`src/rtl/cycle_seq_pkg.sv`:
```
// rtl/cycle_seq_pkg.sv - shared state encodings and default counter width for the cycle sequencer
package cycle_seq_pkg;

   localparam int CNT_W_DEFAULT = 16;

   localparam logic [2:0] ST_IDLE   = 3'd0;
   localparam logic [2:0] ST_FETCH  = 3'd1;
   localparam logic [2:0] ST_DECODE = 3'd2;
   localparam logic [2:0] ST_EXEC   = 3'd3;
   localparam logic [2:0] ST_MEM    = 3'd4;
   localparam logic [2:0] ST_WB     = 3'd5;
   localparam logic [2:0] ST_HALTED = 3'd6;

   typedef enum logic [2:0] {
      S_IDLE   = ST_IDLE,
      S_FETCH  = ST_FETCH,
      S_DECODE = ST_DECODE,
      S_EXEC   = ST_EXEC,
      S_MEM    = ST_MEM,
      S_WB     = ST_WB,
      S_HALTED = ST_HALTED
   } state_t;

endpackage

```
`src/rtl/cycle_sequencer_instr_counter.sv`:
```
// rtl/cycle_sequencer_instr_counter.sv - wrapping retired-instruction counter
module instr_counter #(
   parameter int CNT_W = cycle_seq_pkg::CNT_W_DEFAULT
) (
   input  logic             clk,
   input  logic             rst,
   input  logic             inc,
   output logic [CNT_W-1:0] count
);

   // Natural binary overflow gives the wrap from all-ones back to zero.
   always_ff @(posedge clk) begin
      if (rst) begin
         count <= '0;
      end else if (inc) begin
         count <= count + 1'b1;
      end
   end

endmodule

```
`src/rtl/cycle_sequencer.sv`:
```
// rtl/cycle_sequencer.sv - Moore instruction phase sequencer with retired-instruction count
// Optional MEM phase with mem_ready wait is built when CYCLE_SEQ_MEM_PHASE_EN is defined.
module cycle_sequencer #(
   parameter int CNT_W = cycle_seq_pkg::CNT_W_DEFAULT
) (
   input  logic             clk,
   input  logic             rst,
   input  logic             run,
   input  logic             stall,
   input  logic             halt,
   input  logic             mem_ready,
   output logic             fetch_en,
   output logic             decode_en,
   output logic             exec_en,
   output logic             mem_en,
   output logic             wb_en,
   output logic             busy,
   output logic             halted,
   output logic [CNT_W-1:0] instr_cnt
);

   import cycle_seq_pkg::*;

   state_t state;
   state_t state_nx;
   logic   halt_pend;
   logic   retire;

   // A halt seen in the same cycle as HALTED entry is consumed by that entry.
   always_ff @(posedge clk) begin
      if (rst) begin
         state     <= S_IDLE;
         halt_pend <= 1'b0;
      end else begin
         state <= state_nx;
         if (state_nx == S_HALTED && state != S_HALTED) begin
            halt_pend <= 1'b0;
         end else if (halt) begin
            halt_pend <= 1'b1;
         end
      end
   end

   always_comb begin
      state_nx  = state;
      fetch_en  = 1'b0;
      decode_en = 1'b0;
      exec_en   = 1'b0;
      mem_en    = 1'b0;
      wb_en     = 1'b0;
      busy      = 1'b0;
      halted    = 1'b0;
      retire    = 1'b0;
      case (state)
         S_IDLE: begin
            if (run) state_nx = S_FETCH;
         end
         S_FETCH: begin
            fetch_en = 1'b1;
            busy     = 1'b1;
            if (!stall) state_nx = S_DECODE;
         end
         S_DECODE: begin
            decode_en = 1'b1;
            busy      = 1'b1;
            if (!stall) state_nx = S_EXEC;
         end
         S_EXEC: begin
            exec_en = 1'b1;
            busy    = 1'b1;
`ifdef CYCLE_SEQ_MEM_PHASE_EN
            if (!stall) state_nx = S_MEM;
`else
            if (!stall) state_nx = S_WB;
`endif
         end
`ifdef CYCLE_SEQ_MEM_PHASE_EN
         S_MEM: begin
            mem_en = 1'b1;
            busy   = 1'b1;
            if (!stall && mem_ready) state_nx = S_WB;
         end
`endif
         S_WB: begin
            wb_en = 1'b1;
            busy  = 1'b1;
            if (!stall) begin
               retire = 1'b1;
               if (halt_pend || halt) begin
                  state_nx = S_HALTED;
               end else if (run) begin
                  state_nx = S_FETCH;
               end else begin
                  state_nx = S_IDLE;
               end
            end
         end
         S_HALTED: begin
            halted = 1'b1;
            // Leaving only on run=0 forces a fresh run edge to restart.
            if (!run) state_nx = S_IDLE;
         end
         default: begin
            state_nx = S_IDLE;
         end
      endcase
   end

`ifndef CYCLE_SEQ_MEM_PHASE_EN
   logic unused_mem_ready;
   assign unused_mem_ready = mem_ready;
`endif

   instr_counter #(
      .CNT_W (CNT_W)
   ) u_instr_counter (
      .clk   (clk),
      .rst   (rst),
      .inc   (retire),
      .count (instr_cnt)
   );

endmodule

```
`config.mk`:
```
export PLATFORM = sky130hd
export DESIGN_NAME = cycle_sequencer
export DESIGN_NICKNAME = d
export VERILOG_FILES = /design/src/rtl/cycle_seq_pkg.sv /design/src/rtl/cycle_sequencer_instr_counter.sv /design/src/rtl/cycle_sequencer.sv
export SDC_FILE = /design/constraint.sdc
export NUM_CORES = 1
export LEC_CHECK = 0
export ABC_AREA = 0
export CAP_MARGIN = 30
export CORE_AREA = 2 2 49 51
export CTS_BUF_LIST = sky130_fd_sc_hd__clkbuf_4 sky130_fd_sc_hd__clkbuf_8
export DETAILED_ROUTE_END_ITERATION = 8
export DIE_AREA = 0 0 51 53
export PLACE_DENSITY = 0.85
export SYNTH_ARGS = -nofsm -noshare
export SYNTH_HDL_FRONTEND = slang
export SYNTH_HIERARCHICAL = 1
export SYNTH_SLANG_ARGS = --single-unit
```
`constraint.sdc`:
```
create_clock -name clk -period 5.95 [get_ports clk]
set_input_delay 1.4875 -clock clk [delete_from_list [all_inputs] [get_ports clk]]
set_output_delay 1.4875 -clock clk [all_outputs]
set_load 0.1 [all_outputs]
```
==> out/metrics.cfg, run 1 <==
[floorplan]
start_util_pct=50.0
fp.dieArea_mm2=0.00270
die_h_um=53
ios=29
die_x_um=51
core-area_mm2=0.00215
row_count=17

[min_path]
min_to=u_instr_counter/count[13]
hold_class=reg -> reg
holdPathStages=2
hold_start=u_instr_counter/count[13]

[timing]
slew_viol_final=0
max_slew_margin_pct=34.7
worst_pin_slew_ns=0.976
clock_skew_ns=0.00501
finalSetupViolations=0
layout_min_cycle_time_ns=3.82
fin_crit_sh_pct=64.3
hold_viol=0
rsz0062_at_grt=no
setup_tns_ns=0
fmax_ghz=0.262

[place]
place.detailed.hpwl_mm=1.46
place.gp.congestion=0.811
dp.cells=170
io_buffers=26

[global_routing]
antenna_found_initial=0
grt_usage_pct=17.1
grt_pass1_vias=794
grt_first_pass_wirelength_mm=3.56
grt-ovfl-total=0
grt_max_degree=22

[cts]
htree_levels=1
ctsHoldBuffers=0
cts.clk_slew.worst_paths_ns=0.11
clock_tree.root_cell=clkbuf_4
numCtsBuffers=3
cts_sinks=20
postCtsSetupBuffers=0
clock_path_buffers=2
clk_latency_ns=0.30
ctsResizeCount=0
cts_tree=done

[synth]
ys_seq_area_share_pct=37.3
synth-main-ff-cell=dfxtp_1
async_flop_share_pct=0
synth_area_mm2=0.00107
synth_area_per_cell_um2=8.74
synth_edf_count=0
synth_seq_cells=20
syn-num-nets=130
yosys-top-cells-area=dfxtp_1 (37%), nor2_1 (7.0%), xnor2_1 (4.9%)
yosysUniqueCellTypes=41
yosys.area.top_type_share_pct=37.3
synth_area_leader_cell=dfxtp_1
ys_warn_count=6
synthCells=123

[final_layout]
post_route_cells_drive_above_1_share_pct=9.59
fin_cells=174
synthToLayoutAreaGrowth_pct=26.5
n_fill_cell=181
fin_nets=154
antenna_cells=0

[power_and_ir_drop]
p_int_uw=186
power.leakage_uw=0.000485
worst_ir_drop_vdd_uv=144
power.total_uw=261
p_switching_uw=75.5
pwr-share-clk_pct=30.5
p_sw_share_pct=28.9
seq_power_share_pct=53.4
p_comb_share_pct=16.1
power_density_mw_per_mm2=192

[setup_path]
path_max_fanout=8
worst_setup_path_end_kind=flop
required_ns=6.18
criticalPathCategory=in -> reg
r2r_slack_ns=3.19
cp.arrival_ns=4.06
timing.rr.start=state[2]
worstReg2RegEnd=u_instr_counter/count[13]
reg2reg_depth=6
cp-start-kind=input port

[drt]
wl_per_cell_um=12.0
drt-total-wl_mm=2.08
drc=0
drt_iter0_drc=13
dr.pass1.iters=4
vias=924
ant_nets=0
via_per_inst=5.31

[flow_run]
max-cap-violations=0

[status]
status=completed

==> power groups by stage <==
stage          registers [uW]  logic [uW]  clock network [uW]
6_report                  140        42.0                79.8
4_1_cts                   140        42.2                82.7
2_1_floorplan             140        37.5                   0
3_3_place_gp              143        41.6                   0
3_5_place_dp              143        42.1                   0
5_1_grt                   140        44.1                87.9
==> how the worst max path moves through the flow <==
stage / cells past startpoint / slack [ns] / from / end
global placement: 6 / 1.90 / stall / u_instr_counter/count[13]
detailed placement: 6 / 1.85 / stall / u_instr_counter/count[13]
global route: 6 / 1.90 / stall / u_instr_counter/count[13]
CTS: 6 / 2.14 / stall / u_instr_counter/count[13]
finish: 6 / 2.13 / stall / u_instr_counter/count[13]
floorplan: 3 / 2.62 / state[0] / decode_en
==> synth_stat cells (2+ instances only) <==
cell and instances:
a21oi_1 5, and3_1 2, and3b_1 2, buf_6 2, clkbuf_1 3, dfxtp_1 20, inv_1 4, mux2_2 2
nand2_1 7, nand2b_1 2, nand2b_4 2, nand3_1 4, nor2_1 20, nor2b_1 3, nor3_1 6, nor3b_1 2
nor4_1 3, o21ai_0 3, xnor2_1 6, xor2_1 4
==> layout by cell type, fill, tap and decap left out, types with 2 or more instances in the layout <==
cell type	instances
a21oi_1	5
nand3_1	4
nor2_1	20
nor3b_1	2
and3b_1	2
xor2_1	4
dfxtp_1	20
nand2_1	7
inv_1	4
nand2b_1	2
and3_1	2
clkbuf_4	3
nor2b_1	3
clkdlybuf4s50_1	26
nor4_1	3
nor3_1	6
mux2_2	2
nand2b_4	2
o21ai_0	3
xnor2_1	6
==> area by class of cell <==
cell class,count,area [um^2],area share (%)
well taps,28,35.0,2.58
clock buffers,4,36.3,2.67
flip-flops and latches,20,400,29.4
repair buffers,26,260,19.1
multi-input cells,92,613,45.1
inverters,4,15.0,1.10
==> flip-flops by register name, indices dropped and copies added, names as in the netlist <==
name / cells
state: 3
halt_pend: 1
u_instr_counter/count: 16
==> critical path, cell delays in order <==
cell and delay [ns]:
clkdlybuf4s50_1 0.51, nor3_1 0.79, nand4_4 0.33, nor4_4 0.39
or3b_1 0.40, a21oi_1 0.14
==> routing by layer <==
| metal | track usage [%] | up-vias | share of wire [%] |
|---|---|---|---|
| li1 | - | 468 | - |
| met1 | 21.8 | 436 | 47 |
| met2 | 28.6 | 17 | 49 |
| met3 | 3.95 | 3 | 3.6 |
| met4 | 5.41 | 0 | 0.43 |
| met5 | 0 | - | 0 |
==> through the flow <==
step | setup slack [ns] | util [%] | area, um^2 | hold WS [ns]
floorplan | 2.62 | - | 1070 | 0.500
global placement | 1.90 | 61.6 | 1320 | 0.474
detailed placement | 1.85 | 61.6 | 1320 | 0.492
CTS | 2.14 | 63.3 | 1360 | 0.527
global route | 1.90 | 63.3 | 1360 | 0.568
finish | 2.13 | 63.3 | 1360 | 0.531
==> cells by family after synthesis <==
family	after synthesis	synth area share [%]
and+or+nand+nor	61	34.6
DFF	20	37.3
AOI/OAI and AO/OA	16	9.78
buffers and inverters	11	5.70
xor gates and xnor gates	10	8.15
muxes	3	3.03
adders and majority gates	1	1.16
other	1	0.349
(Power assumes the default switching activity.)
==> inputs of run 2 (changes only) <==
CORE_AREA = 2 2 53 55   (was 2 2 49 51)
DIE_AREA = 0 0 55 57   (was 0 0 51 53)
PLACE_DENSITY = 0.77   (was 0.85)
clock period = 3.25 ns   (was 5.95 ns; I/O delays follow)
==> run 2 against run 1 <==
Net effect: die area rose by 16%; non-clock buffer count rose by 2; cell count rose by 2.3%; global-route usage fell by 1.7 points; critical path type unchanged; highest routed layer unchanged.
==> out/metrics.cfg, run 2 (synthesis gave the netlist of run 1 again) <==
[timing]
setup_tns_ns=0  ; unchanged
fmax_ghz=0.390
clock_skew_ns=0.00660  ; was 0.00501 ns
fin_ws_ns=0.685  ; was 2.13 ns
rsz0062_at_grt=no  ; unchanged
finalSetupViolations=0  ; unchanged
hold_viol=0  ; unchanged
fin_crit_sh_pct=78.9
layout_min_cycle_time_ns=2.56
slew_viol_final=0  ; unchanged

[drt]
via_per_inst=5.20  ; was 5.31
drc=0  ; unchanged
drt_iter0_drc=13  ; unchanged
drt-total-wl_mm=2.11  ; was 2.08 mm
dr.pass1.iters=4  ; unchanged
vias=925  ; was 924
wl_per_cell_um=11.8  ; was 12.0 um
ant_nets=0  ; unchanged

[floorplan]
fp.dieArea_mm2=0.00314  ; was 0.00270 mm^2
die_h_um=57  ; was 53 um
core-area_mm2=0.00262  ; was 0.00215 mm^2
start_util_pct=41.1  ; was 50.0%
row_count=19  ; was 17
ios=29  ; unchanged
die_x_um=55  ; was 51 um

[cts]
cts_tree=done  ; unchanged
ctsHoldBuffers=0  ; unchanged
cts_sinks=20  ; unchanged
clock_tree.root_cell=clkbuf_4  ; unchanged
ctsResizeCount=0  ; unchanged
postCtsSetupBuffers=0  ; unchanged
htree_levels=1  ; unchanged
clock_path_buffers=2  ; unchanged
clk_latency_ns=0.29  ; was 0.30 ns
numCtsBuffers=3  ; unchanged
cts.clk_slew.worst_paths_ns=0.10  ; was 0.11 ns

[setup_path]
crit_slowest_cell=clkdlybuf4s50_1  ; was nor3_1
timing.rr.start=state[2]  ; unchanged
path_max_fanout=8  ; unchanged
criticalPathCategory=in -> reg  ; unchanged
cp.arrival_ns=2.79  ; was 4.06 ns
cp-start-kind=input port  ; unchanged
crit_start=stall  ; unchanged
crit_path_max_incr_delay_ns=0.51  ; was 0.79 ns
worst_setup_path_end_kind=flop  ; unchanged
crit_path_cell_trace=clkdlybuf4s50_1 > nor3_1 > buf_4 > nand4_4 > nor4_4 > or3b_1 > a21oi_1  ; was clkdlybuf4s50_1 > nor3_1 > nand4_4 > nor4_4 > or3b_1 > a21oi_1
required_ns=3.48  ; was 6.18 ns

[power_and_ir_drop]
power_density_mw_per_mm2=337  ; was 192 mW/mm^2
power.leakage_uw=0.000533  ; was 0.000485 uW
worst_ir_drop_vdd_uv=203  ; was 144 uV

[final_layout]
n_fill_cell=256  ; was 181
fin_nets=156  ; was 154
post_route_cells_drive_above_1_share_pct=25.2  ; was 9.59%
synthToLayoutAreaGrowth_pct=21.9  ; was 26.5%
final_common_cell=buf_4  ; was clkdlybuf4s50_1
biggestRegsByFlops=u_instr_counter/count x16, state x3, halt_pend x1  ; unchanged
final_cell_mix=buf_4 (24), nor2_1 (20), dfxtp_1 (20)  ; was clkdlybuf4s50_1 (26), nor2_1 (20), dfxtp_1 (20)
largest_register_ff_count=16  ; unchanged
antenna_cells=0  ; unchanged
top_register=u_instr_counter/count  ; unchanged

[min_path]
hold_class=reg -> reg  ; unchanged
hold_start=u_instr_counter/count[13]  ; unchanged

[global_routing]
grt_pass1_vias=816  ; was 794
grt_usage_pct=15.5  ; was 17.1%
grt_first_pass_wirelength_mm=3.64  ; was 3.56 mm
grt_max_degree=21  ; was 22
antenna_found_initial=0  ; unchanged
grt-ovfl-total=0  ; unchanged

[place]
place.detailed.hpwl_mm=1.54  ; was 1.46 mm
place_ws_ns=0.380  ; was 1.85 ns
place.gp.congestion=0.730  ; was 0.811
io_buffers=26  ; unchanged

[status]
status=completed  ; unchanged

[flow_run]
max-cap-violations=0  ; unchanged

==> run 2: changes by cell type in the layout (fill, tap and decap cells not counted), sizes merged <==
cell,delta
clkbuf,-1
clkdlybuf4s50,-22
buf,+24
==> run 2: stage by stage <==
step / power [uW] / cell area (um^2) / instances / hold slack, ns / util, %
6_report: 442 / 1310 / 178 / 0.527 / 50.1
5_1_grt: 471 / 1310 / 178 / 0.562 / 50.1
4_1_cts: 448 / 1310 / 178 / 0.519 / 50.1
3_5_place_dp: 338 / 1290 / 175 / 0.500 / 49.2
3_3_place_gp: 337 / 1290 / 175 / 0.484 / 49.2
2_1_floorplan: 325 / 1070 / 123 / 0.500 / -
==> run 2: cell type report <==
type	count	area (um^2)	share of cell area, %
Inverter	4	15.0	1.15
Sequential cell	20	400	30.6
Timing Repair Buffer	28	220	16.8
Multi-Input combinational cell	92	613	46.8
Clock buffer	3	22.5	1.72
Tap cell	31	38.8	2.96
==> run 2: final timing paths <==
check,endpoint,slack [ns],depth (start not counted)
worst max-delay path,u_instr_counter/count[13],0.69,7
worst min-delay path,u_instr_counter/count[13],0.53,2
worst max register to register,u_instr_counter/count[13],1.13,7
worst min register to register,u_instr_counter/count[13],0.53,2
==> run 2: power by group <==
part | switching (uW) | total (uW) | leakage, uW | internal (uW)
clock network | 67.0 | 110 | 0.0000138 | 43.0
registers | 7.45 | 256 | 0.000162 | 248
logic | 53.4 | 76.2 | 0.000357 | 22.8
==> run 2: critical path, delay by kind of cell <==
kind	cells	cell delay, ns
buf+inv	2	0.70
simple gates	4	1.12
compound gates	1	0.15
==> run 2: layer usage <==
| metal | wire, um | part of all wire (%) | GRT usage, % | up-vias |
|---|---|---|---|---|
| li1 | - | - | - | 475 |
| met1 | 1010 | 48 | 21.2 | 428 |
| met2 | 969 | 46 | 23.5 | 20 |
| met3 | 107 | 5.1 | 3.14 | 2 |
| met4 | 16 | 0.76 | 6.27 | 0 |
| met5 | 0 | 0 | 0 | - |
==> inputs of run 3 (changes only) <==
clock period = 2.1 ns   (was 3.25 ns; I/O delays follow)
==> run 3 against run 2 <==
Net effect: largest power group unchanged; register-to-register slack got worse by 0.79 ns; clock-buffer cell count grew 1; final area is 16% higher; highest routed layer unchanged.
==> out/metrics.cfg, run 3 (synthesis gave the netlist of run 1 again) <==
[status]
status=completed  ; unchanged

[final_layout]
seq_area_um2=414  ; was 400 um^2
final_common_cell=buf_4  ; unchanged
biggestRegsByFlops=u_instr_counter/count x16, state x3, halt_pend x1  ; unchanged
final_cell_mix=buf_4 (25), nor2_1 (17), dfxtp_2 (11)  ; was buf_4 (24), nor2_1 (20), dfxtp_1 (20)
antenna_cells=0  ; unchanged
final_util_pct=58.3  ; was 50.1%
post_route_cells_drive_above_1_share_pct=40.1  ; was 25.2%
synthToLayoutAreaGrowth_pct=41.8  ; was 21.9%
fin_cells=188  ; was 178
fin_nets=165  ; was 156
largest_register_ff_count=16  ; unchanged
fin_area_mm2=0.00152  ; was 0.00131 mm^2
multi_input_area_um2=632  ; was 613 um^2
n_fill_cell=245  ; was 256
top_register=u_instr_counter/count  ; unchanged

[power_and_ir_drop]
power_density_mw_per_mm2=504  ; was 337 mW/mm^2
worst_ir_drop_vdd_uv=411  ; was 203 uV
power.leakage_uw=0.000612  ; was 0.000533 uW

[timing]
fin_crit_sh_pct=95.8
finalSetupViolations=0  ; unchanged
clock_skew_ns=0.00174  ; was 0.00660 ns
setup_tns_ns=0  ; unchanged
hold_viol=0  ; unchanged
layout_min_cycle_time_ns=2.01
slew_viol_final=0  ; unchanged
fmax_ghz=0.497
rsz0062_at_grt=no  ; unchanged
holdWs_ns=0.507  ; was 0.527 ns

[setup_path]
cp-start-kind=input port  ; unchanged
cp.arrival_ns=2.25  ; was 2.79 ns
criticalPathCategory=in -> reg  ; unchanged
path_max_fanout=4  ; was 8
worst_setup_path_end_kind=flop  ; unchanged
crit_path_cell_trace=clkdlybuf4s50_1 > nor3_2 > buf_4 > nand4_4 > nor4_4 > or3b_1 > a21oi_1  ; was clkdlybuf4s50_1 > nor3_1 > buf_4 > nand4_4 > nor4_4 > or3b_1 > a21oi_1
crit_path_max_incr_delay_ns=0.46  ; was 0.51 ns
crit_slowest_cell=clkdlybuf4s50_1  ; unchanged
cp_top_family=simple AND/OR/NAND/NOR gates  ; unchanged
critPathBufInv=2  ; unchanged
required_ns=2.33  ; was 3.48 ns

[cts]
numCtsBuffers=3  ; unchanged
htree_levels=1  ; unchanged
clk_latency_ns=0.29  ; about the same
clock_tree.root_cell=clkbuf_4  ; unchanged
ctsHoldBuffers=0  ; unchanged
postCtsSetupBuffers=0  ; unchanged
cts_tree=done  ; unchanged
cts_sinks=20  ; unchanged
ctsResizeCount=0  ; unchanged
clock_path_buffers=2  ; unchanged
cts.clk_slew.worst_paths_ns=0.11  ; was 0.10 ns

[place]
dp.cells=184  ; was 175
io_buffers=26  ; unchanged
placed_area_mm2=0.00148  ; was 0.00129 mm^2
place.detailed.hpwl_mm=1.81  ; was 1.54 mm
place.gp.congestion=0.800  ; was 0.730

[global_routing]
grt_first_pass_wirelength_mm=3.87  ; was 3.64 mm
grt_usage_pct=16.3  ; was 15.5%
grt_max_degree=13  ; was 21
grt_pass1_vias=906  ; was 816
antenna_found_initial=0  ; unchanged
grt-ovfl-total=0  ; unchanged

[floorplan]
fp.dieArea_mm2=0.00314  ; unchanged
start_util_pct=41.1  ; unchanged
die_h_um=57  ; unchanged
row_count=19  ; unchanged
core-area_mm2=0.00262  ; unchanged
ios=29  ; unchanged
die_x_um=55  ; unchanged

[drt]
dr.pass1.iters=4  ; unchanged
wl_per_cell_um=12.7  ; was 11.8 um
via_per_inst=5.32  ; was 5.20
vias=1000  ; was 925
drc=0  ; unchanged
drt-total-wl_mm=2.39  ; was 2.11 mm
ant_nets=0  ; unchanged
drt_iter0_drc=22  ; was 13

[flow_run]
max-cap-violations=0  ; unchanged

[min_path]
hold_class=reg -> reg  ; unchanged

run 3: layout make-up:
type / count / share of cell area (%)
multi-input cells: 92 / 41.5
flip-flops and latches: 20 / 27.2
repair buffers: 37 / 25.5
well taps: 31 / 2.55
clock buffers: 4 / 2.38
inverters: 4 / 0.985
run 3: layer usage:
metal  routed length [um]  vias to the layer above  GRT usage (%)
met1                 1000                      474           20.6
met2                 1230                       35           27.9
met5                    0                        -              0
li1                     -                      489              -
met4                   14                        0           5.23
met3                  145                        2           2.09
run 3: metrics by stage:
step / setup WS [ns] / total power (uW)
after floorplan: 0.0577 / 505
after global placement: -0.194 / 551
after detailed placement: -0.204 / 555
after CTS: 0.0918 / 776
after global routing: 0.0157 / 800
final: 0.0877 / 768
run 3: tightest hold or removal path, delay by kind of cell (launching register included):
family / cells / cell delay, ns
compound gates: 2 / 0.12
flops: 1 / 0.35
run 3: worst paths after layout:
check | slack [ns] | to | start | cells after the start
setup reg to reg | 0.34 | u_instr_counter/count[14] | u_instr_counter/count[5] | 4
setup / recovery | 0.09 | u_instr_counter/count[13] | stall | 7
hold / removal | 0.51 | u_instr_counter/count[13] | u_instr_counter/count[13] | 2
hold reg to reg | 0.51 | u_instr_counter/count[13] | u_instr_counter/count[13] | 2
run 3: power breakdown:
part | switching (uW) | internal, uW | total [uW] | leakage, uW
clock | 116 | 106 | 222 | 0.0000210
combinational | 99.6 | 58.9 | 159 | 0.000424
sequential | 3.97 | 384 | 388 | 0.000167
total | 220 | 549 | 768 | 0.000612
